File: config.mk
export PLATFORM = sky130hd
export DESIGN_NAME = adbg_or1k_ctrl_access_flat
export DESIGN_NICKNAME = d
export VERILOG_FILES = /design/src/rtl/adbg_or1k_ctrl_access_if.sv /design/src/rtl/adbg_or1k_ctrl_access.sv /design/src/flat_wrapper.sv
export SDC_FILE = /design/constraint.sdc
export NUM_CORES = 1
export LEC_CHECK = 0
export BUFFER_PORTS_ARGS = -buffer_cell sky130_fd_sc_hd__clkbuf_2
export CORE_ASPECT_RATIO = 1.5
export CORE_MARGIN = 4
export CORE_UTILIZATION = 45
export DETAILED_ROUTE_END_ITERATION = 16
export GPL_TIMING_DRIVEN = 0
export SKIP_LAST_GASP = 1
export SLEW_MARGIN = 20
export SYNTH_ARGS = -nofsm -noshare
export SYNTH_HDL_FRONTEND = slang
export SYNTH_SLANG_ARGS = --single-unit
File: constraint.sdc
create_clock -name tck_i -period 3.9 [get_ports tck_i]
set_input_delay 0.39 -clock tck_i [delete_from_list [all_inputs] [get_ports tck_i]]
set_output_delay 0.39 -clock tck_i [all_outputs]
set_load 0.005 [all_outputs]
File: src/rtl/adbg_or1k_ctrl_access_if.sv
// Bundles the TAP qualifiers, serial data and control-register signals
// that connect the OR1K control-access engine to its surroundings.
interface adbg_or1k_ctrl_access_if #(
    parameter int NB_CORES = 4
);
    localparam int W = NB_CORES * 2;

    logic          module_select_i;
    logic          capture_dr_i;
    logic          shift_dr_i;
    logic          update_dr_i;
    logic          tdi_i;
    logic          tdo_o;
    logic          we_o;
    logic [W-1:0]  data_o;
    logic [W-1:0]  ctrl_reg_i;
    logic          crc_err_o;

    // TAP / status-register side: drives qualifiers and read-back value
    modport master (
        output module_select_i,
        output capture_dr_i,
        output shift_dr_i,
        output update_dr_i,
        output tdi_i,
        output ctrl_reg_i,
        input  tdo_o,
        input  we_o,
        input  data_o,
        input  crc_err_o
    );

    // Command engine side
    modport slave (
        input  module_select_i,
        input  capture_dr_i,
        input  shift_dr_i,
        input  update_dr_i,
        input  tdi_i,
        input  ctrl_reg_i,
        output tdo_o,
        output we_o,
        output data_o,
        output crc_err_o
    );
endinterface

File: src/rtl/adbg_or1k_ctrl_access.sv
// JTAG-side command engine for the OR1K per-core stall/reset control word.
// Decodes a 4-bit opcode shifted in LSB first, then either receives a
// CRC-protected control word (WRITE) or returns a snapshot of the current
// control word followed by its CRC-32 (READ). Runs entirely on TCK.
module adbg_or1k_ctrl_access #(
    parameter int NB_CORES = 4
) (
    input  logic                          tck_i,
    input  logic                          tlr_i,
    adbg_or1k_ctrl_access_if.slave        bus
);
    localparam int W    = NB_CORES * 2;
    localparam int SRW  = (W > 32) ? W : 32;
    localparam int CW   = $clog2(SRW) + 1;

    localparam logic [31:0] CRC_INIT = 32'hFFFF_FFFF;
    localparam logic [31:0] CRC_POLY = 32'hEDB8_8320;

    localparam logic [3:0] OP_WRITE = 4'h9;
    localparam logic [3:0] OP_READ  = 4'hD;

    typedef enum logic [2:0] {
        ST_IDLE    = 3'd0,
        ST_OPCODE  = 3'd1,
        ST_WR_DATA = 3'd2,
        ST_WR_CRC  = 3'd3,
        ST_WR_DONE = 3'd4,
        ST_RD_DATA = 3'd5,
        ST_RD_CRC  = 3'd6,
        ST_DONE    = 3'd7
    } state_t;

    // One bit of the reflected CRC-32 register update
    function automatic logic [31:0] crc32_step(input logic [31:0] crc, input logic din);
        logic fb;
        fb = crc[0] ^ din;
        return (crc >> 1) ^ (fb ? CRC_POLY : 32'h0000_0000);
    endfunction

    state_t           state_r,    state_nxt_s;
    logic [CW-1:0]    cnt_r,      cnt_nxt_s;
    logic [3:0]       op_r,       op_nxt_s;
    logic [W-1:0]     data_sr_r,  data_sr_nxt_s;
    logic [31:0]      rx_crc_r,   rx_crc_nxt_s;
    logic [SRW-1:0]   out_sr_r,   out_sr_nxt_s;
    logic [31:0]      crc_r,      crc_nxt_s;
    logic             we_r,       we_nxt_s;
    logic [W-1:0]     data_r,     data_nxt_s;
    logic             crc_err_r,  crc_err_nxt_s;

    logic             sel_s;
    logic [3:0]       op_full_s;
    logic [31:0]      rd_crc_step_s;

    assign sel_s         = bus.module_select_i;
    assign op_full_s     = {bus.tdi_i, op_r[3:1]};
    assign rd_crc_step_s = crc32_step(crc_r, out_sr_r[0]);

    // Serial output only carries data while a read is streaming and the module is selected
    assign bus.tdo_o     = sel_s && ((state_r == ST_RD_DATA) || (state_r == ST_RD_CRC)) && out_sr_r[0];
    assign bus.we_o      = we_r;
    assign bus.data_o    = data_r;
    assign bus.crc_err_o = crc_err_r;

    // Next-state and datapath decode; capture beats update beats shift
    always_comb begin
        state_nxt_s   = state_r;
        cnt_nxt_s     = cnt_r;
        op_nxt_s      = op_r;
        data_sr_nxt_s = data_sr_r;
        rx_crc_nxt_s  = rx_crc_r;
        out_sr_nxt_s  = out_sr_r;
        crc_nxt_s     = crc_r;
        we_nxt_s      = 1'b0;
        data_nxt_s    = data_r;
        crc_err_nxt_s = crc_err_r;

        if (sel_s && bus.capture_dr_i) begin
            state_nxt_s = ST_OPCODE;
            cnt_nxt_s   = {CW{1'b0}};
            crc_nxt_s   = CRC_INIT;
        end else if (sel_s && bus.update_dr_i) begin
            state_nxt_s = ST_IDLE;
            cnt_nxt_s   = {CW{1'b0}};
            if (state_r == ST_WR_DONE) begin
                if (rx_crc_r == crc_r) begin
                    we_nxt_s      = 1'b1;
                    data_nxt_s    = data_sr_r;
                    crc_err_nxt_s = 1'b0;
                end else begin
                    crc_err_nxt_s = 1'b1;
                end
            end else begin
                crc_err_nxt_s = crc_err_r;
            end
        end else if (sel_s && bus.shift_dr_i) begin
            case (state_r)
                ST_OPCODE: begin
                    op_nxt_s = op_full_s;
                    if (cnt_r == CW'(3)) begin
                        cnt_nxt_s = {CW{1'b0}};
                        case (op_full_s)
                            OP_WRITE: state_nxt_s = ST_WR_DATA;
                            OP_READ: begin
                                state_nxt_s  = ST_RD_DATA;
                                out_sr_nxt_s = SRW'(bus.ctrl_reg_i);
                                crc_nxt_s    = CRC_INIT;
                            end
                            default: state_nxt_s = ST_DONE;
                        endcase
                    end else begin
                        cnt_nxt_s = cnt_r + CW'(1);
                    end
                end
                ST_WR_DATA: begin
                    data_sr_nxt_s = {bus.tdi_i, data_sr_r[W-1:1]};
                    crc_nxt_s     = crc32_step(crc_r, bus.tdi_i);
                    if (cnt_r == CW'(W - 1)) begin
                        state_nxt_s = ST_WR_CRC;
                        cnt_nxt_s   = {CW{1'b0}};
                    end else begin
                        cnt_nxt_s = cnt_r + CW'(1);
                    end
                end
                ST_WR_CRC: begin
                    rx_crc_nxt_s = {bus.tdi_i, rx_crc_r[31:1]};
                    if (cnt_r == CW'(31)) begin
                        state_nxt_s = ST_WR_DONE;
                        cnt_nxt_s   = {CW{1'b0}};
                    end else begin
                        cnt_nxt_s = cnt_r + CW'(1);
                    end
                end
                ST_RD_DATA: begin
                    crc_nxt_s = rd_crc_step_s;
                    if (cnt_r == CW'(W - 1)) begin
                        // CRC already folds in the bit leaving on this edge
                        state_nxt_s  = ST_RD_CRC;
                        cnt_nxt_s    = {CW{1'b0}};
                        out_sr_nxt_s = SRW'(rd_crc_step_s);
                    end else begin
                        cnt_nxt_s    = cnt_r + CW'(1);
                        out_sr_nxt_s = out_sr_r >> 1;
                    end
                end
                ST_RD_CRC: begin
                    out_sr_nxt_s = out_sr_r >> 1;
                    if (cnt_r == CW'(31)) begin
                        state_nxt_s = ST_DONE;
                        cnt_nxt_s   = {CW{1'b0}};
                    end else begin
                        cnt_nxt_s = cnt_r + CW'(1);
                    end
                end
                ST_IDLE, ST_WR_DONE, ST_DONE: begin
                    state_nxt_s = state_r;
                end
                default: begin
                    state_nxt_s = ST_IDLE;
                    cnt_nxt_s   = {CW{1'b0}};
                end
            endcase
        end else begin
            state_nxt_s = state_r;
        end
    end

    // State and datapath registers; TLR returns everything to reset values immediately
    always_ff @(posedge tck_i or posedge tlr_i) begin
        if (tlr_i) begin
            state_r   <= ST_IDLE;
            cnt_r     <= {CW{1'b0}};
            op_r      <= 4'h0;
            data_sr_r <= {W{1'b0}};
            rx_crc_r  <= 32'h0000_0000;
            out_sr_r  <= {SRW{1'b0}};
            crc_r     <= CRC_INIT;
            we_r      <= 1'b0;
            data_r    <= {W{1'b0}};
            crc_err_r <= 1'b0;
        end else begin
            state_r   <= state_nxt_s;
            cnt_r     <= cnt_nxt_s;
            op_r      <= op_nxt_s;
            data_sr_r <= data_sr_nxt_s;
            rx_crc_r  <= rx_crc_nxt_s;
            out_sr_r  <= out_sr_nxt_s;
            crc_r     <= crc_nxt_s;
            we_r      <= we_nxt_s;
            data_r    <= data_nxt_s;
            crc_err_r <= crc_err_nxt_s;
        end
    end
endmodule
File: src/flat_wrapper.sv
// flat-port wrapper written by rule: the top's interface ports become plain ports
module adbg_or1k_ctrl_access_flat 
#(
    parameter int NB_CORES = 4
)
  (tck_i, tlr_i, bus_module_select_i, bus_capture_dr_i, bus_shift_dr_i, bus_update_dr_i, bus_tdi_i, bus_ctrl_reg_i, bus_tdo_o, bus_we_o, bus_data_o, bus_crc_err_o);
  adbg_or1k_ctrl_access_if #(.NB_CORES(NB_CORES)) bus_i ();
  input  logic tck_i;
  input  logic tlr_i;
  input wire logic [$bits(bus_i.module_select_i)-1:0] bus_module_select_i;
  input wire logic [$bits(bus_i.capture_dr_i)-1:0] bus_capture_dr_i;
  input wire logic [$bits(bus_i.shift_dr_i)-1:0] bus_shift_dr_i;
  input wire logic [$bits(bus_i.update_dr_i)-1:0] bus_update_dr_i;
  input wire logic [$bits(bus_i.tdi_i)-1:0] bus_tdi_i;
  input wire logic [$bits(bus_i.ctrl_reg_i)-1:0] bus_ctrl_reg_i;
  output wire logic [$bits(bus_i.tdo_o)-1:0] bus_tdo_o;
  output wire logic [$bits(bus_i.we_o)-1:0] bus_we_o;
  output wire logic [$bits(bus_i.data_o)-1:0] bus_data_o;
  output wire logic [$bits(bus_i.crc_err_o)-1:0] bus_crc_err_o;
  assign bus_i.module_select_i = bus_module_select_i;
  assign bus_i.capture_dr_i = bus_capture_dr_i;
  assign bus_i.shift_dr_i = bus_shift_dr_i;
  assign bus_i.update_dr_i = bus_update_dr_i;
  assign bus_i.tdi_i = bus_tdi_i;
  assign bus_i.ctrl_reg_i = bus_ctrl_reg_i;
  assign bus_tdo_o = bus_i.tdo_o;
  assign bus_we_o = bus_i.we_o;
  assign bus_data_o = bus_i.data_o;
  assign bus_crc_err_o = bus_i.crc_err_o;
  adbg_or1k_ctrl_access #(.NB_CORES(NB_CORES)) u_core (.tck_i(tck_i), .tlr_i(tlr_i), .bus(bus_i));
endmodule
==> out/qor.csv <==
metric,value,unit
# DRC,0,
pin count of the biggest net entering global routing,65,
vias per cell,5.64,
RSZ-0062 raised after global routing,false,
Worst EP arrival,2980,ps
grt ovf,0,
TritonCTS buffer count,17,
"Max FO, Critical Path",10,
Slew Limit Fails,0,
"critical path, cell by cell","ha_1, nor3b_2, buf_2, a21o_1, a21oi_1, clkbuf_1, a22o_1, mux2_4",
CTS resizes,0,
outcome,"finished, final reports clean",
cell count after placement,772,
yosys warns,0,
top cell type by total area after synthesis,dfrtp_1,
post-synth top area share,0.356,
clock slew seen by the registers of the worst setup and hold paths,60,ps
Tcrit/Tclk final,0.672,
CTS tree,done,
IO Port Bufs,25,
layout overhead on the synthesized area,15.1,%
Setup Skew,11.1,ps
vias,4534,
crit path time final,2620,ps
num ports,26,
later-pin clock latency in the skew report,420,ps
total power,0.00391,W
FP Rows,54,
Nets,611,
Max Cap Viol,0,
# setup viols final,0,
slowest stage cell on the critical path,a21oi_1,
max_slew headroom,0.447,
cts-stage hold buffer count,0,
chip height,156,um
"Seq/Total Area, Yosys",0.483,
Mapped Cells,550,
die width,107,um
postcts setup bufs,0,
ant diodes,0,
post-synth cell types,59,
share of flip-flops with an asynchronous set or reset,1.00,
H-tree level count,4,
Global Route Usage Sum,0.197,
Setup crit start kind,flip-flop,
Crit. End Element,flip-flop,
"Avg Cell Area, Syn",12.0,um^2
DP HPWL,11100,um
Power Density,513,nW/um^2
"commonest non-fill, non-tap cells in the layout","94 x dfrtp_1, 53 x mux2_2, 38 x nor2_1, 34 x xor2_1, 32 x dfstp_2",
highest ir drop seen on vdd,314,uV
fin cells,804,
Critical Path RT,4260,ps
GP Congestion,0.879,
layout cells sized above 1,0.322,
vias in the first global route,4798,
first-pass GRT wire length,25700,um
synth top area cells,"dfrtp_1 36%, dfstp_2 13%, mux2_2 9.0%, mux2_4 6.8%, xor2_1 4.5%",
maximum clock rate,382,MHz
Starting DRT DRC Count,210,
Starting Density,0.457,
critical path class,flip-flop to flip-flop,
"Net Count, Synth",566,
Die ar.,16700,um^2
"wirelength, routed",15500,um
fin util,0.527,
clock sink count,126,
Worst Tran Pin Value,824,ps
hold crit path type,input port to async pin,
Post-synth EDFFs,0,
Post-synth top flop,dfrtp_1,
Clock Root Buffer,clkbuf_16,
Post-Syn Area,6610,um^2
#FFs+latches synth,126,
clk buf depth,2,
CP peak stage delay,490,ps
minimum hold slack,41.6,ps
initial antenna violation count,0,
P_leak,3.56,nW
wire per inst,19.2,um
1st-pass router iterations,5,
Core ar.,14500,um^2
setup tns final,0,ps
antenna-violating nets left,0,
final hold vios,0,
"most common cell after layout, fill and taps aside",dfrtp_1,
[power by group]
part | internal (W) | leakage [nW] | switching (W)
clock network | 0.000961 | 0.284 | 0.000657
registers | 0.00138 | 1.64 | 0.0000759
logic | 0.000320 | 1.64 | 0.000510
total | 0.00267 | 3.56 | 0.00124
[Yosys cell counts, drive strengths merged, types with 7 or more instances]
library cell and number:
buf 19, nor2 38, a22o 29, xor2 34, dfrtp 94, a31oi 7
a21oi 10, nor3 8, o22a 19, o21ai 13, nor4 8, mux2i 27
xnor2 16, nor2b 9, dfstp 32, clkbuf 19, mux2 83, nand2 10
[path summary, 6_finish.rpt]
path / from / endpoint / slack, ps / cells past startpoint
min in group tck_i: bus_tdi_i / u_core.data_sr_r[7] / 350 / 2
max reg2reg: u_core.cnt_r[0] / u_core.out_sr_r[8] / 1280 / 8
min reg2reg: u_core.bus.data_o[1] / u_core.bus.data_o[1] / 500 / 1
max: u_core.cnt_r[0] / u_core.out_sr_r[8] / 1280 / 8
min: tlr_i / u_core.rx_crc_r[13] / 40 / 2
max in group asynchronous: tlr_i / u_core.crc_r[5] / 3100 / 3
[worst max-delay path, delay by kind of cell, from the launching register on]
family,cells,cell delay (ps)
flops,1,420
buf+inv,2,640
fa+ha+maj,1,280
simple gates,1,180
mux,1,140
compound gates,3,900
[final cells by class]
| cell class | instances | area [um^2] |
|---|---|---|
| sequential | 126 | 3190 |
| clock buffer | 17 | 425 |
| inverter | 4 | 20.0 |
| fill | 1338 | 6850 |
| multi-input combinational | 382 | 3220 |
| tap | 196 | 245 |
| clock inverter | 15 | 173 |
| buffer | 38 | 185 |
| timing repair buffer | 26 | 153 |
[per-layer routing]
layer  track usage  wire, um  up-vias
met5             0         0        -
met3        0.0371       409       24
li1              -         -     2121
met4        0.0871       425        0
met1         0.244      6550     2295
met2         0.335      8070       94
[stage by stage]
step / worst slack [ps] / area (um^2)
finish: 1280 / 7610
global route: 1070 / 7610
CTS: 1260 / 7610
detailed placement: 1280 / 7020
global placement: -1190 / 6980
floorplan: 207 / 6610
[cell families after synthesis]
family                     after synthesis  synth area share
DFF                                    126             0.483
and+or+nand+nor                        114            0.0923
muxes                                  110             0.199
AOI/OAI and AO/OA                      107             0.127
xor gates and xnor gates                50            0.0662
buffers and inverters                   42            0.0303
adders and majority gates                1           0.00189
[registers in the layout, summed over array words and instances (netlist names)]
register / count
u_core.bus.we_o: 1
u_core.data_sr_r: 8
u_core.crc_r: 32
u_core.state_r: 3
u_core.out_sr_r: 32
u_core.bus.crc_err_o: 1
u_core.rx_crc_r: 32
u_core.bus.data_o: 8
u_core.op_r: 3
u_core.cnt_r: 6
No activity file was read; power rests on OpenSTA's default activity.
